<file path="src/rtl/execute_stage.sv">
// ============================================================================
//  Module      : execute_stage
//  Description : 16-bit execute stage. Single-cycle ALU ops (ADD, SUB, AND,
//                LDR, STR, MOVI) with two-level operand forwarding and a
//                load-use hazard stall; MUL (and optionally DIV) run on an
//                iterative 16-step shift-add / restoring-subtract engine
//                sequenced by an IDLE/BUSY/FINISH state machine.
//  Config      : define TSP16_HW_DIV_EN to build the hardware divider.
//                Without it opcode 1000 executes as a NOP.
//  Revision    : 1.0 - initial release
// ============================================================================
`default_nettype none

module execute_stage (
    input  logic        clk,
    input  logic        reset,
    input  logic        decode_valid,
    input  logic [15:0] decode_instr,
    output logic [2:0]  execute_rn_num,
    output logic [2:0]  execute_rm_num,
    input  logic [15:0] execute_rn_val,
    input  logic [15:0] execute_rm_val,
    input  logic        memory_is_dependent,
    input  logic [15:0] memory_result,
    input  logic [15:0] memory_instr,
    output logic        execute_stall,
    output logic        execute_done,
    output logic        execute_is_dependent,
    output logic [15:0] execute_result,
    output logic [15:0] execute_instr
);

    // ------------------------------------------------------------------------
    // Opcodes
    // ------------------------------------------------------------------------
    localparam logic [3:0] c_OP_NOP  = 4'b0000;
    localparam logic [3:0] c_OP_ADD  = 4'b0001;
    localparam logic [3:0] c_OP_SUB  = 4'b0010;
    localparam logic [3:0] c_OP_AND  = 4'b0011;
    localparam logic [3:0] c_OP_LDR  = 4'b0100;
    localparam logic [3:0] c_OP_STR  = 4'b0101;
    localparam logic [3:0] c_OP_MOVI = 4'b0110;
    localparam logic [3:0] c_OP_MUL  = 4'b0111;
`ifdef TSP16_HW_DIV_EN
    localparam logic [3:0] c_OP_DIV  = 4'b1000;
`endif

    localparam logic [4:0] c_LAST_STEP = 5'd15;

    typedef enum logic [1:0] {
        c_ST_IDLE   = 2'd0,
        c_ST_BUSY   = 2'd1,
        c_ST_FINISH = 2'd2
    } state_t;

    // ------------------------------------------------------------------------
    // Declarations
    // ------------------------------------------------------------------------
    state_t      r_state;
    state_t      w_state_nxt;

    logic        r_done;
    logic        r_dep;
    logic [15:0] r_result;
    logic [15:0] r_instr;

    logic [4:0]  r_count;
    logic [15:0] r_op_a;        // multiplicand (MUL) / dividend-then-quotient (DIV)
    logic [15:0] r_op_b;        // multiplier (MUL) / divisor (DIV)
    logic [15:0] r_acc;         // product (MUL) / partial remainder (DIV)
    logic [15:0] r_pend_instr;  // instruction being computed iteratively

    logic [3:0]  w_op;
    logic [2:0]  w_rn_idx;
    logic [2:0]  w_rm_idx;
    logic [15:0] w_opnd_a;
    logic [15:0] w_opnd_b;
    logic        w_load_use;
    logic        w_is_multi;
    logic        w_accept;
    logic        w_fsm_stall;
    logic [15:0] w_sc_result;
    logic        w_sc_dep;
    logic [15:0] w_mul_acc;
    logic        w_step_div;
    logic        w_div_ge;
    logic [15:0] w_div_rem;
    logic [15:0] w_fin_result;
    logic        w_unused;

    // ------------------------------------------------------------------------
    // Decode fields and register-file read indices
    // ------------------------------------------------------------------------
    assign w_op           = decode_instr[15:12];
    assign w_rn_idx       = decode_instr[5:3];
    assign w_rm_idx       = decode_instr[8:6];
    assign execute_rn_num = w_rn_idx;
    assign execute_rm_num = w_rm_idx;

    // Only the destination field of the memory-stage instruction matters here.
    assign w_unused = &{1'b0, memory_instr[15:3]};

    // Operand forwarding: execute-stage result beats memory-stage result beats regfile.
    always_comb begin
        w_opnd_a = execute_rn_val;
        w_opnd_b = execute_rm_val;
        if (r_dep && (r_instr[2:0] == w_rn_idx)) begin
            w_opnd_a = r_result;
        end else if (memory_is_dependent && (memory_instr[2:0] == w_rn_idx)) begin
            w_opnd_a = memory_result;
        end
        if (r_dep && (r_instr[2:0] == w_rm_idx)) begin
            w_opnd_b = r_result;
        end else if (memory_is_dependent && (memory_instr[2:0] == w_rm_idx)) begin
            w_opnd_b = memory_result;
        end
    end

    // A load still in execute cannot forward its data yet; the consumer waits a cycle.
    assign w_load_use = decode_valid && r_dep && (r_instr[15:12] == c_OP_LDR) &&
                        ((r_instr[2:0] == w_rn_idx) || (r_instr[2:0] == w_rm_idx));

`ifdef TSP16_HW_DIV_EN
    assign w_is_multi = (w_op == c_OP_MUL) || (w_op == c_OP_DIV);
`else
    assign w_is_multi = (w_op == c_OP_MUL);
`endif

    // Single-cycle result and destination-write flag for the decoded opcode.
    always_comb begin
        w_sc_result = 16'h0000;
        w_sc_dep    = 1'b0;
        case (w_op)
            c_OP_NOP: begin
                w_sc_result = 16'h0000;
                w_sc_dep    = 1'b0;
            end
            c_OP_ADD: begin
                w_sc_result = w_opnd_a + w_opnd_b;
                w_sc_dep    = 1'b1;
            end
            c_OP_SUB: begin
                w_sc_result = w_opnd_a - w_opnd_b;
                w_sc_dep    = 1'b1;
            end
            c_OP_AND: begin
                w_sc_result = w_opnd_a & w_opnd_b;
                w_sc_dep    = 1'b1;
            end
            c_OP_LDR: begin
                w_sc_result = w_opnd_a;
                w_sc_dep    = 1'b1;
            end
            c_OP_STR: begin
                w_sc_result = w_opnd_a;
                w_sc_dep    = 1'b0;
            end
            c_OP_MOVI: begin
                w_sc_result = {8'h00, decode_instr[10:3]};
                w_sc_dep    = 1'b1;
            end
            default: begin
                w_sc_result = 16'h0000;
                w_sc_dep    = 1'b0;
            end
        endcase
    end

    // ------------------------------------------------------------------------
    // Iterative engine step logic
    // ------------------------------------------------------------------------
    assign w_mul_acc = r_acc + (r_op_b[0] ? r_op_a : 16'h0000);

`ifdef TSP16_HW_DIV_EN
    logic [16:0] w_div_shift;
    logic [15:0] w_div_diff;

    // Restoring division: shift next dividend bit into the remainder, subtract if it fits.
    // A zero divisor always "fits", which naturally yields an all-ones quotient.
    assign w_div_shift  = {r_acc, r_op_a[15]};
    assign w_div_diff   = w_div_shift[15:0] - r_op_b;
    assign w_div_ge     = (w_div_shift >= {1'b0, r_op_b});
    assign w_div_rem    = w_div_ge ? w_div_diff : w_div_shift[15:0];
    assign w_step_div   = (r_pend_instr[15:12] == c_OP_DIV);
`else
    assign w_div_ge     = 1'b0;
    assign w_div_rem    = 16'h0000;
    assign w_step_div   = 1'b0;
`endif

    assign w_fin_result = w_step_div ? r_op_a : r_acc;

    // ------------------------------------------------------------------------
    // Control FSM
    // ------------------------------------------------------------------------
    // State register.
    always_ff @(posedge clk or negedge reset) begin
        if (!reset) begin
            r_state <= c_ST_IDLE;
        end else begin
            r_state <= w_state_nxt;
        end
    end

    // Next-state, acceptance and multi-cycle stall.
    always_comb begin
        w_state_nxt = r_state;
        w_accept    = 1'b0;
        w_fsm_stall = 1'b0;
        case (r_state)
            c_ST_IDLE: begin
                if (decode_valid && !w_load_use) begin
                    w_accept = 1'b1;
                    if (w_is_multi) begin
                        w_state_nxt = c_ST_BUSY;
                    end
                end
            end
            c_ST_BUSY: begin
                w_fsm_stall = 1'b1;
                if (r_count == c_LAST_STEP) begin
                    w_state_nxt = c_ST_FINISH;
                end
            end
            c_ST_FINISH: begin
                w_fsm_stall = 1'b1;
                w_state_nxt = c_ST_IDLE;
            end
            default: begin
                w_state_nxt = c_ST_IDLE;
            end
        endcase
    end

    // The FSM stall dominates; a load-use stall is only possible while idle.
    assign execute_stall = w_fsm_stall || ((r_state == c_ST_IDLE) && w_load_use);

    // Operand latch on acceptance, then one shift-add / restoring step per BUSY cycle.
    always_ff @(posedge clk or negedge reset) begin
        if (!reset) begin
            r_count      <= 5'd0;
            r_op_a       <= 16'h0000;
            r_op_b       <= 16'h0000;
            r_acc        <= 16'h0000;
            r_pend_instr <= 16'h0000;
        end else begin
            case (r_state)
                c_ST_IDLE: begin
                    if (w_accept && w_is_multi) begin
                        r_count      <= 5'd0;
                        r_op_a       <= w_opnd_a;
                        r_op_b       <= w_opnd_b;
                        r_acc        <= 16'h0000;
                        r_pend_instr <= decode_instr;
                    end
                end
                c_ST_BUSY: begin
                    r_count <= (r_count == c_LAST_STEP) ? 5'd0 : r_count + 5'd1;
                    if (w_step_div) begin
                        r_acc  <= w_div_rem;
                        r_op_a <= {r_op_a[14:0], w_div_ge};
                    end else begin
                        r_acc  <= w_mul_acc;
                        r_op_a <= {r_op_a[14:0], 1'b0};
                        r_op_b <= {1'b0, r_op_b[15:1]};
                    end
                end
                default: begin
                    r_count <= 5'd0;
                end
            endcase
        end
    end

    // Pipeline output register: bubble by default, result on single-cycle accept or FINISH.
    always_ff @(posedge clk or negedge reset) begin
        if (!reset) begin
            r_done   <= 1'b0;
            r_dep    <= 1'b0;
            r_result <= 16'h0000;
            r_instr  <= 16'h0000;
        end else begin
            r_done   <= 1'b0;
            r_dep    <= 1'b0;
            r_result <= 16'h0000;
            r_instr  <= 16'h0000;
            case (r_state)
                c_ST_IDLE: begin
                    if (w_accept && !w_is_multi) begin
                        r_done   <= 1'b1;
                        r_dep    <= w_sc_dep;
                        r_result <= w_sc_result;
                        r_instr  <= decode_instr;
                    end
                end
                c_ST_FINISH: begin
                    r_done   <= 1'b1;
                    r_dep    <= 1'b1;
                    r_result <= w_fin_result;
                    r_instr  <= r_pend_instr;
                end
                default: begin
                end
            endcase
        end
    end

    assign execute_done         = r_done;
    assign execute_is_dependent = r_dep;
    assign execute_result       = r_result;
    assign execute_instr        = r_instr;

endmodule

`default_nettype wire

</file>
<file path="config.mk">
export PLATFORM = sky130hd
export DESIGN_NAME = execute_stage
export DESIGN_NICKNAME = d
export VERILOG_FILES = /design/src/rtl/execute_stage.sv
export SDC_FILE = /design/constraint.sdc
export NUM_CORES = 1
export LEC_CHECK = 0
export CELL_PAD_IN_SITES_DETAIL_PLACEMENT = 1
export CELL_PAD_IN_SITES_GLOBAL_PLACEMENT = 1
export CORE_MARGIN = 5
export CORE_UTILIZATION = 44
export DETAILED_ROUTE_END_ITERATION = 7
export PLACE_DENSITY = 0.85
export SYNTH_ARGS = -nofsm -noshare
export SYNTH_HDL_FRONTEND = slang
export SYNTH_SLANG_ARGS = --single-unit
</file>
<file path="constraint.sdc">
create_clock -name clk -period 11.51 [get_ports clk]
set_input_delay 1.7265 -clock clk [delete_from_list [all_inputs] [get_ports clk]]
set_output_delay 1.7265 -clock clk [all_outputs]
set_load 0.02 [all_outputs]
</file>
# After elaboration in Yosys (flattened, before gate mapping)
# Cells that the tools add are included.
[word_totals]
wordCells = 88
ff_bits = 105
out_inout_bits = 41
[classes]
n_reduce_logical = 23
bitwise = 1
n_eq_ne = 19
addsub = 4
mux = 31
[ops]
columns = ["cell", "count"]
rows = [
  ["2-to-1 mux 16 bit", 10],
  ["one-hot mux 16 bit (2 select lines)", 5],
  ["one-hot mux 16 bit (5 select lines)", 1],
  ["adder 16 bit", 2],
  ["equality test 4 x 3 -> 1 bit, second input constant", 5],
  ["AND 16 bit", 1],
  ["subtractor 16 bit", 1],
  ["equality test 3 bit", 4],
  ["logical AND 1 bit", 11],
  ["2-to-1 mux 5 bit", 2],
  ["one-hot mux 5 bit (2 select lines)", 1],
  ["equality test 4 x 2 -> 1 bit, second input constant", 2],
  ["2-to-1 mux 1 bit", 6],
  ["2-to-1 mux 2 bit", 3],
  ["!= test 2 bit, second input constant", 3],
  ["adder 5 x 1 -> 5 bit, second input constant", 1],
  ["equality test 5 x 4 -> 1 bit, second input constant", 1],
  ["OR reduction 5 bit", 1],
  ["equality test 4 x 1 -> 1 bit, second input constant", 1],
  ["one-hot mux 1 bit (2 select lines)", 2],
  ["one-hot mux 2 bit (2 select lines)", 1],
  ["AND reduction 2 bit", 2],
  ["OR reduction 2 bit", 2],
  ["AND reduction 3 bit", 1],
  ["7 further kinds", 9],
]

# Longest topological paths before layout
# Gate-level depths: netlist of run 1.
[depth]
word_depth = 10
mapped_depth = 20

# Worst setup path after synthesis of run 1
# OpenSTA, ideal clock, no wires.
[synth_path]
path_type = "input-to-reg"
from = "input port decode_instr[6]"
to = "register r_result[14], in the netlist execute_result[14]"
arrival_ns = 5.130
path_stages = 18
setup_slack_ns = 6.240
path_cell_list = "xnor2_1 -> and4_1 -> clkbuf_1 -> a221oi_1 -> or2_2 -> ha_1 -> nand2_1 -> o21ai_1 -> fa_1 -> nor2b_1 -> o21ai_1 -> a21boi_1 -> o211ai_1 -> a21oi_1 -> nor3_1 -> o41ai_1 -> xnor2_1 -> o221ai_1"
[synth_via]
elab_chain_len = 10
word_cells_on_any_way = 19
cone_classes = "add/sub: 2; eq/ne: 2; mux: 7; bitwise: 1; reduce/logical: 7"
[synth_lines]
columns = ["item", "line", "source"]
rows = [
  ["from (decl)", "18", "input logic [15:0] decode_instr,"],
  ["branches (longest 8 deep; another with subtractor 16 bit)", "n/a", ""],
  ["2-to-1 mux 16 bit *", "289", "if (w_accept && !w_is_multi) begin"],
  ["one-hot mux 16 bit (2 select lines) *", "287", "case (r_state)"],
  ["to (signal assigned)", "292", "r_result <= w_sc_result;"],
  ["to (signal assigned)", "299", "r_result <= w_fin_result;"],
  ["to (decl)", "64", "logic [15:0] r_result;"],
]
# Every way passes the cells marked *.
# A chain may end at the register's enable or synchronous reset.

# Final worst setup path of run 1
[layout_path]
from = "input port decode_instr[7]"
to = "register r_result[14], in the netlist execute_result[14]"
# Same word-level chain as after synthesis.

==> results.toml, run 1 <==
[global_route]
grt_overflow = 0
grt_pass1_wl_um = 37500
grt_pass1_vias = 6901
grt_usage_pct = 25.3
antenna_found_initial = 0
grt_max_degree = 81

[setup_path]
end_kind = "flop"
cp_slowest_stage_delay_ns = 0.89
crit_top_cell = "o21ai_1"
crit_path_start_kind = "input port"
critPathLaunch = "decode_instr[7]"
crit_fanout = 16
crit_chain = "clkdlybuf4s50_1, xnor2_2, nand4bb_1, a221oi_1, or2_2, ha_1, nand2_1, o21ai_1, fa_1, nor2b_1, o21ai_1, a21boi_1, o211ai_1, a21oi_1, nor3_1, o41ai_1, xnor2_1, o221ai_1"
cpMaxStageDelayCell = "nand4bb_1"
arrival_ns = 7.53
crit_type = "input port to flop"
worstPathRequired_ns = 11.72
r2r-start = "execute_instr[0]$_DFF_PN0_"

[cts]
cts_hold_buf = 0
post_cts_buffers = 0
cts_buffer_depth = 2
cts_inserted_buffers = 9
clock-sinks = 105
cts.clk_slew.worst_paths_ns = 0.07
htreeDepth = 3
cts_tree = "built"
cts-root-buf = "clkbuf_16"
cts_resized = 0
clk_latency_ns = 0.37

[floorplan]
placementRows = 46
die_h_um = 138
start_util_pct = 45.0
die_w_um = 138
coreArea_um2 = 15900
pin_count = 125
fp.dieArea_um2 = 19000

[synth]
synthCells = 804
synthArstFlopShare_pct = 100
syn_avg_cell_area_um2 = 8.93
seq_area_frac_synth_pct = 36.6
synthTopCellsByArea = "dfrtp_1 37%, ha_1 6.3%, mux2i_1 4.9%, nand2_1 4.8%, o21ai_1 4.2%"
synth_fp_nets = 926
yosys_warnings = 0
synthFlopType = "dfrtp_1"
syn-cell-area_um2 = 7180
synth_largest_area_cell = "dfrtp_1"
ys_types = 72
synth-seq-cells = 105
synth_edf_count = 0
synth_top_cell_area_share_pct = 36.6

[sta]
setup_viol = 0
fin_crit_ns = 7.32
layout_setup_ws_ns = 4.19
rsz0062_at_grt = "false"
worst_pin_slew_ns = 1.18
slew_viol_final = 0
finalHoldViolations = 0
finalSetupTns_ns = 0
post-route-period-util_pct = 63.6
fmax_ghz = 0.137
timing.slew.headroom_pct = 20.9
fin_worst_skew_ns = 0.0172

[pwr]
p_int_w = 0.00106
comb_power_share_pct = 51.3
clockPowerShare_pct = 16.5
peakVddDrop_v = 0.000124
p_sw_share_pct = 44.0
p_sw_w = 0.000836
pwr-share-seq_pct = 32.2
power.density_nw_per_um2 = 219
p_leak_nw = 3.92

[hold_path]
hold_path_startpoint = "r_pend_instr[13]$_DFFE_PN0P_"
hold_path_class = "flop to flop"

[run_status]
status = "completed"

[finish]
syn2layout_area_growth_pct = 21.0
nFillCells = 1853
drive_above_1_share_pct = 6.76
finalNetCount = 1005
antenna_cells = 0

[drt]
vias = 6546
via_per_inst = 5.93
ant_nets = 0
drt-wirelength-per-cell_um = 21.5
postRouteWirelength_um = 23700
drt_iter0_markers = 502
dr.pass1.iters = 4
route.detailed.drc = 0

[place]
gp_congestion = 0.891
post-dp-hpwl_um = 16800
portBuffers = 111
place_ws_ns = 3.98

[job]
cap_violations = 0
[layout by cell type, fill, tap and decap left out, types with 5 or more instances in the layout]
master / Yosys / layout
a21o_1: 12 / 12
a21oi_1: 58 / 58
a221oi_1: 5 / 5
a222oi_1: 7 / 7
a22o_1: 21 / 21
a22oi_1: 5 / 5
a31oi_1: 7 / 7
and2_1: 20 / 20
and3_1: 7 / 7
buf_4: 7 / 8
clkbuf_16: 0 / 9
clkdlybuf4s50_1: 0 / 110
dfrtp_1: 105 / 105
ha_1: 36 / 35
inv_1: 14 / 14
mux2_2: 12 / 12
mux2i_1: 35 / 35
nand2_1: 91 / 91
nand3_1: 13 / 13
nor2_1: 65 / 65
nor2b_1: 5 / 5
nor3_1: 14 / 14
o21a_1: 6 / 6
o21ai_0: 23 / 23
o21ai_1: 60 / 59
or2_2: 8 / 8
xnor2_1: 34 / 34
xor2_1: 18 / 18
[routing by layer]
layer | GRT usage (%) | vias up | part of all wire (%)
met3 | 3.87 | 50 | 5.7
met4 | 8.56 | 0 | 2.6
met5 | 0 | - | 0
met2 | 42.4 | 217 | 47
met1 | 33.4 | 3233 | 44
li1 | - | 3046 | -
[cell type report]
type | instances | area [um^2] | area share [%]
clock buffers | 11 | 253 | 2.91
clock inverters | 5 | 37.5 | 0.432
inverters | 15 | 56.3 | 0.648
multi-input cells | 634 | 4280 | 49.3
flip-flops and latches | 105 | 2630 | 30.3
well taps | 216 | 270 | 3.11
repair buffers | 118 | 1160 | 13.4
[sequential cells by signal, summed over array words and instances (netlist names)]
signal,cells
execute_done,1
execute_is_dependent,1
r_acc,16
r_op_a,16
r_state,2
execute_result,16
execute_instr,16
r_op_b,16
r_pend_instr,16
r_count,5
[metrics by stage]
step / area [um^2] / power (W) / cells / util, % / hold WS (ns)
4_1_cts: 8690 / 0.00190 / 1104 / 54.5 / 0.479
2_1_floorplan: 7180 / 0.00126 / 804 / - / 0.436
3_5_place_dp: 8400 / 0.00156 / 1088 / 52.7 / 0.459
3_3_place_gp: 8400 / 0.00151 / 1088 / 52.7 / 0.453
5_1_grt: 8690 / 0.00203 / 1104 / 54.5 / 0.497
6_report: 8690 / 0.00190 / 1104 / 54.5 / 0.479
[Yosys cell counts, types with 3 or more instances]
cell type and number:
dfrtp_1 105, nand2_1 91, nor2_1 65, o21ai_1 60, a21oi_1 58, ha_1 36
clkbuf_1 35, mux2i_1 35, xnor2_1 34, o21ai_0 23, a22o_1 21, and2_1 20
xor2_1 18, inv_1 14, nor3_1 14, nand3_1 13, a21o_1 12, mux2_2 12
or2_2 8, a222oi_1 7, a31oi_1 7, and3_1 7, buf_4 7, buf_2 6
o21a_1 6, a221oi_1 5, a22oi_1 5, nor2b_1 5, mux2i_2 4, nand2b_1 4
o22ai_1 4, a31o_1 3, a41oi_1 3, nand4_1 3, o21bai_1 3, o22a_1 3
or2_1 3
[critical path: cells and delay by family]
family          cells  cell delay [ns]
compound gates      8             2.33
buf+inv             1             0.62
fa+ha+maj           2             0.69
xor+xnor            2             0.63
simple gates        5             1.51
[cell families after synthesis]
kind of cell	synth area share [%]
flops	36.6
simple gates	15.8
mux	8.57
buf+inv	3.97
xor+xnor	6.57
fa+ha+maj	6.83
compound gates	21.6
[final timing paths]
| path | slack, ns | end | cells past startpoint |
|---|---|---|---|
| worst max-delay path | 4.19 | execute_result[14]$_DFF_PN0_ | 18 |
| worst min-delay path | 0.48 | r_pend_instr[13]$_DFFE_PN0P_ | 1 |
| worst max register to register | 6.13 | execute_result[14]$_DFF_PN0_ | 17 |
| worst min register to register | 0.48 | r_pend_instr[13]$_DFFE_PN0P_ | 1 |
| max in group asynchronous | 8.92 | r_op_b[13]$_DFFE_PN0P_ | 2 |
| min in group asynchronous | 1.40 | r_pend_instr[9]$_DFFE_PN0P_ | 1 |
[power by group through the flow]
stage                     registers (W)  logic [W]  clock network [W]
after floorplan                0.000615   0.000649                  0
after global placement         0.000599   0.000908                  0
after detailed placement       0.000610   0.000946                  0
after CTS                      0.000609   0.000973           0.000318
after global routing           0.000626    0.00107           0.000332
final                          0.000612   0.000973           0.000314
(Power assumes the default switching activity.)
==> inputs of run 2 (changes only) <==
--- a/config.mk
+++ b/config.mk
@@ -8,9 +8,9 @@
 export CELL_PAD_IN_SITES_DETAIL_PLACEMENT = 1
 export CELL_PAD_IN_SITES_GLOBAL_PLACEMENT = 1
 export CORE_MARGIN = 5
-export CORE_UTILIZATION = 44
+export CORE_UTILIZATION = 41
 export DETAILED_ROUTE_END_ITERATION = 7
-export PLACE_DENSITY = 0.85
+export PLACE_DENSITY = 0.8
 export SYNTH_ARGS = -nofsm -noshare
 export SYNTH_HDL_FRONTEND = slang
 export SYNTH_SLANG_ARGS = --single-unit
==> constraint.sdc (replaced) <==
create_clock -name clk -period 7.7 [get_ports clk]
set_input_delay 1.155 -clock clk [delete_from_list [all_inputs] [get_ports clk]]
set_output_delay 1.155 -clock clk [all_outputs]
set_load 0.02 [all_outputs]
==> run 2 against run 1 <==
- power rose by 49%
- register-to-register slack lost 3.1 ns
- first-iteration DRC count fell by 27%
- via count is 3.7% lower
- hold slack lost 0.0055 ns
- critical path depth grew 1
- combinational power is 46% higher
- flip-flop and latch count unchanged
- cell count increased by 0.91%
- die area increased by 6.8%
- design area up 0.68%
- wire length shrank 9.5%
- critical endpoint unchanged
==> results.toml, run 2 (same netlist as run 1, synthesis figures left out) <==
[setup_path]
crit_chain = "clkdlybuf4s50_1, xnor2_2, nand4bb_1, buf_4, a221oi_1, or2_1, ha_1, nand2_1, o21ai_1, fa_1, nor2b_1, o21ai_1, a21boi_1, o211ai_1, a21oi_1, nor3_1, o41ai_1, xnor2_1, o221ai_1"
cpMaxStageDelayCell = "clkdlybuf4s50_1"
cp_top_family = "compound AO/OA/AOI/OAI gates"
crit_type = "input port to flop"
cp.buffers_inverters = 2
crit_top_cell = "o21ai_1"
end_kind = "flop"
crit_fanout = 16
cp_slowest_stage_delay_ns = 0.64
crit_path_start_kind = "input port"
worstPathRequired_ns = 7.92
arrival_ns = 5.98

[floorplan]
die_h_um = 142
fp.dieArea_um2 = 20300
start_util_pct = 41.7
die_w_um = 142
placementRows = 48
coreArea_um2 = 17200
pin_count = 125

[finish]
syn2layout_area_growth_pct = 21.8
drive_above_1_share_pct = 6.86
nFillCells = 2010
final_area_um2 = 8740
layout_common_cells = "110 x clkdlybuf4s50_1, 105 x dfrtp_1, 91 x nand2_1"
final_common_cell = "clkdlybuf4s50_1"
antenna_cells = 0
instances_no_fill = 1114
finalNetCount = 1008

[cts]
cts_buffer_depth = 2
clock-sinks = 105
cts.clk_slew.worst_paths_ns = 0.07
cts_resized = 0
cts_inserted_buffers = 9
cts_hold_buf = 0
cts-root-buf = "clkbuf_16"
htreeDepth = 3
clk_latency_ns = 0.35
post_cts_buffers = 0
cts_tree = "built"

[pwr]
power.density_nw_per_um2 = 324
p_sw_w = 0.00119
clockPowerShare_pct = 17.8
p_sw_share_pct = 42.0
pwr-share-seq_pct = 31.9
p_int_w = 0.00164
p_leak_nw = 3.94
comb_power_share_pct = 50.3
peakVddDrop_v = 0.000172

[run_status]
status = "completed"

[sta]
rsz0062_at_grt = "false"
fin_crit_ns = 5.75
setup_viol = 0
post-route-period-util_pct = 74.7
finalSetupTns_ns = 0
fmax_ghz = 0.174
fin_worst_skew_ns = 0.00813
timing.slew.headroom_pct = 21.8
slew_viol_final = 0
worst_pin_slew_ns = 1.17
hold_ws_ns = 0.474
finalHoldViolations = 0

[global_route]
grt_pass1_vias = 6516
grt_usage_pct = 21.4
antenna_found_initial = 0
grt_max_degree = 81
grt_overflow = 0
grt_pass1_wl_um = 34900

[drt]
ant_nets = 0
route.detailed.drc = 0
dr.pass1.iters = 4
via_per_inst = 5.66
drt-wirelength-per-cell_um = 19.3
vias = 6307
drt_iter0_markers = 368
postRouteWirelength_um = 21500

[place]
post-dp-hpwl_um = 16100
portBuffers = 111
placed_area_um2 = 8430
gp_congestion = 0.782
place_inst = 1100

[hold_path]
hold_path_class = "flop to flop"

[job]
cap_violations = 0
[run 2: final cells by class]
class	count	area (um^2)	area share [%]
clock buffers	10	239	2.73
clock inverters	4	76.3	0.873
inverters	15	56.3	0.644
multi-input cells	634	4280	48.9
flip-flops and latches	105	2630	30.0
well taps	225	282	3.22
repair buffers	121	1180	13.5
[run 2: final timing paths]
kind                       cells after the start                           end  slack [ns]                          from
max                                           19  execute_result[14]$_DFF_PN0_        1.95               decode_instr[7]
min                                            1  r_pend_instr[12]$_DFFE_PN0P_        0.47  r_pend_instr[12]$_DFFE_PN0P_
max reg2reg                                   17  execute_result[14]$_DFF_PN0_        3.07    execute_instr[1]$_DFF_PN0_
min reg2reg                                    1  r_pend_instr[12]$_DFFE_PN0P_        0.47  r_pend_instr[12]$_DFFE_PN0P_
max in group asynchronous                      2   execute_result[8]$_DFF_PN0_        5.72                         reset
min in group asynchronous                      1        r_count[0]$_DFFE_PN0P_        0.85                         reset
[run 2: per-layer routing]
metal,global-route usage [%],vias to the layer above,share of wire [%]
met5,0,-,0
met4,4.75,0,1.3
met3,3.16,16,4.7
met2,34.3,140,46
met1,30.9,3111,49
li1,-,3040,-
[run 2: power groups by stage]
stage | combinational, W | sequential, W | clock (W)
final | 0.00142 | 0.000902 | 0.000504
after global routing | 0.00158 | 0.000928 | 0.000538
after CTS | 0.00143 | 0.000900 | 0.000517
after detailed placement | 0.00142 | 0.000909 | 0
after global placement | 0.00137 | 0.000896 | 0
after floorplan | 0.000971 | 0.000919 | 0
[run 2: through the flow]
stage                     total power (W)  setup WS, ns  util, %
after global placement            0.00226          1.77     48.9
final                             0.00283          1.95     50.7
after detailed placement          0.00232          1.69     48.9
after CTS                         0.00285          1.97     50.7
after floorplan                   0.00189          3.00        -
after global routing              0.00305          1.75     50.7
[run 2: worst register-to-register path, cell delays in order (launching register included)]
cell and delay (ns):
dfrtp_1 0.43, xnor2_1 0.24, and4_1 0.60, a221oi_1 0.16, or2_2 0.37, ha_1 0.33
nand2_1 0.07, o21ai_1 0.10, fa_1 0.45, nor2b_1 0.13, o21ai_1 0.09, a21boi_1 0.29
o211ai_1 0.15, a21oi_1 0.22, nor3_1 0.12, o41ai_1 0.45, xnor2_1 0.17, o221ai_1 0.13
==> inputs of run 3 (changes only) <==
--- a/config.mk
+++ b/config.mk
@@ -8,9 +8,9 @@
 export CELL_PAD_IN_SITES_DETAIL_PLACEMENT = 1
 export CELL_PAD_IN_SITES_GLOBAL_PLACEMENT = 1
 export CORE_MARGIN = 5
-export CORE_UTILIZATION = 41
+export CORE_UTILIZATION = 37
 export DETAILED_ROUTE_END_ITERATION = 7
-export PLACE_DENSITY = 0.8
+export PLACE_DENSITY = 0.76
 export SYNTH_ARGS = -nofsm -noshare
 export SYNTH_HDL_FRONTEND = slang
 export SYNTH_SLANG_ARGS = --single-unit
==> constraint.sdc (replaced) <==
create_clock -name clk -period 4.7 [get_ports clk]
set_input_delay 0.705 -clock clk [delete_from_list [all_inputs] [get_ports clk]]
set_output_delay 0.705 -clock clk [all_outputs]
set_load 0.02 [all_outputs]
==> run 3 against run 2 <==
- via count rose by 3.1%
- flip-flop and latch count did not move
- register-to-register slack got worse by 2.3 ns
- setup slack got worse by 1.8 ns
- first-iteration DRC count fell by 21%
- global-route usage fell by 1.3 points
- core utilization fell by 2.4 points
- non-clock buffer count rose by 58
==> results.toml, run 3 (same netlist as run 1, synthesis figures left out) <==
[finish]
nFillCells = 2249
instances_no_fill = 1214
drive_above_1_share_pct = 13.6
fin_util_pct = 48.4
final_common_cell = "clkdlybuf4s50_1"
syn2layout_area_growth_pct = 29.8
final_area_um2 = 9320
finalNetCount = 1066
antenna_cells = 0
layout_common_cells = "110 x clkdlybuf4s50_1, 105 x dfrtp_1, 91 x nand2_1"

[setup_path]
crit_type = "input port to flop"
arrival_ns = 4.75
cpMaxStageDelayCell = "clkdlybuf4s50_1"
end_kind = "flop"
crit_top_cell = "o21ai_1"
cp_slowest_stage_delay_ns = 0.59
critPathLaunch = "decode_instr[6]"
r2r-start = "execute_instr[1]$_DFF_PN0_"
crit_fanout = 8
crit_chain = "clkdlybuf4s50_1, xor2_1, nand4bb_4, buf_4, mux2i_2, o21ai_1, nor4_4, nor2_1, xor2_1, ha_1, or2_2, a21oi_1, a211oi_2, o32ai_2, o21ai_1, a31oi_1, xnor2_1, o21ai_1"
worstPathRequired_ns = 4.93
crit_path_start_kind = "input port"

[sta]
layout_setup_ws_ns = 0.175
slew_viol_final = 0
fmax_ghz = 0.221
finalHoldViolations = 0
post-route-period-util_pct = 96.3
timing.slew.headroom_pct = 19.8
setup_viol = 0
fin_worst_skew_ns = 0.00830
fin_crit_ns = 4.53
worst_pin_slew_ns = 1.20

[cts]
post_cts_buffers = 0
cts_tree = "built"
cts.clk_slew.worst_paths_ns = 0.08
clock-sinks = 105
cts_inserted_buffers = 9
cts_buffer_depth = 2
cts_hold_buf = 0
clk_latency_ns = 0.35
htreeDepth = 3
cts-root-buf = "clkbuf_16"
cts_resized = 0

[floorplan]
placementRows = 51
fp.dieArea_um2 = 22300
die_w_um = 149
die_h_um = 149
pin_count = 125
start_util_pct = 37.3
coreArea_um2 = 19300

[pwr]
p_sw_w = 0.00199
peakVddDrop_v = 0.000222
pwr-share-seq_pct = 30.6
power.density_nw_per_um2 = 517
p_sw_share_pct = 41.4
total_power_w = 0.00481
clockPowerShare_pct = 17.8
comb_power_share_pct = 51.6
p_int_w = 0.00282
p_leak_nw = 4.25

[drt]
ant_nets = 0
via_per_inst = 5.36
dr.pass1.iters = 5
vias = 6501
drt-wirelength-per-cell_um = 18.2
postRouteWirelength_um = 22100
route.detailed.drc = 0
drt_iter0_markers = 292

[place]
placed_area_um2 = 8930
gp_congestion = 0.837
post-dp-hpwl_um = 17100
place_ws_ns = -0.268
place_inst = 1198
portBuffers = 111

[global_route]
grt_pass1_vias = 6906
antenna_found_initial = 0
grt_usage_pct = 20.1
grt_max_degree = 72
grt_overflow = 0
grt_pass1_wl_um = 36300

[job]
cap_violations = 0

[hold_path]
hold_path_class = "flop to flop"
hold_path_startpoint = "r_pend_instr[13]$_DFFE_PN0P_"

[run_status]
status = "completed"
run 3: changes by cell type in the layout (fill, tap and decap cells not counted), sizes merged:
cell	change
buf	+58
clkinv	+2
clkinvlp	-1
inv	+1
run 3: layer usage:
layer,up-vias,global-route usage (%),part of all wire [%]
li1,3161,-,-
met1,3191,28.3,49
met2,127,32.7,45
met3,22,2.07,3.8
met4,0,6.36,2.0
met5,-,0,0
run 3: final timing paths:
| path | depth (start not counted) | slack (ns) | endpoint |
|---|---|---|---|
| max in group asynchronous | 2 | 3.18 | execute_result[8]$_DFF_PN0_ |
| min reg2reg | 1 | 0.47 | r_pend_instr[13]$_DFFE_PN0P_ |
| max | 18 | 0.17 | execute_result[15]$_DFF_PN0_ |
| max reg2reg | 17 | 0.73 | execute_result[14]$_DFF_PN0_ |
| min | 1 | 0.47 | r_pend_instr[13]$_DFFE_PN0P_ |
| min in group asynchronous | 1 | 0.49 | r_count[0]$_DFFE_PN0P_ |
run 3: stage by stage:
step / setup TNS, ns / hold slack, ns
2_1_floorplan: 0 / 0.409
3_3_place_gp: -0.410 / 0.454
3_5_place_dp: -0.761 / 0.458
4_1_cts: 0 / 0.481
5_1_grt: -0.0143 / 0.492
6_report: 0 / 0.474
run 3: power by group through the flow:
stage / registers [W] / clock network [W] / logic (W)
4_1_cts: 0.00147 / 0.000881 / 0.00248
5_1_grt: 0.00152 / 0.000918 / 0.00276
2_1_floorplan: 0.00151 / 0 / 0.00159
3_3_place_gp: 0.00147 / 0 / 0.00238
6_report: 0.00147 / 0.000856 / 0.00248
3_5_place_dp: 0.00149 / 0 / 0.00246
run 3: area by class of cell:
type	instances	area, um^2	share of cell area, %
flip-flops and latches	105	2630	28.2
multi-input cells	634	4330	46.5
clock inverters	6	97.6	1.05
well taps	265	332	3.56
repair buffers	179	1630	17.5
inverters	15	56.3	0.604
clock buffers	10	239	2.56
run 3: critical path, delay by kind of cell:
family	cells	cell delay (ns)
mux	1	0.27
compound gates	7	1.29
simple gates	4	0.88
fa+ha+maj	1	0.28
buf+inv	2	0.80
xor+xnor	3	0.52
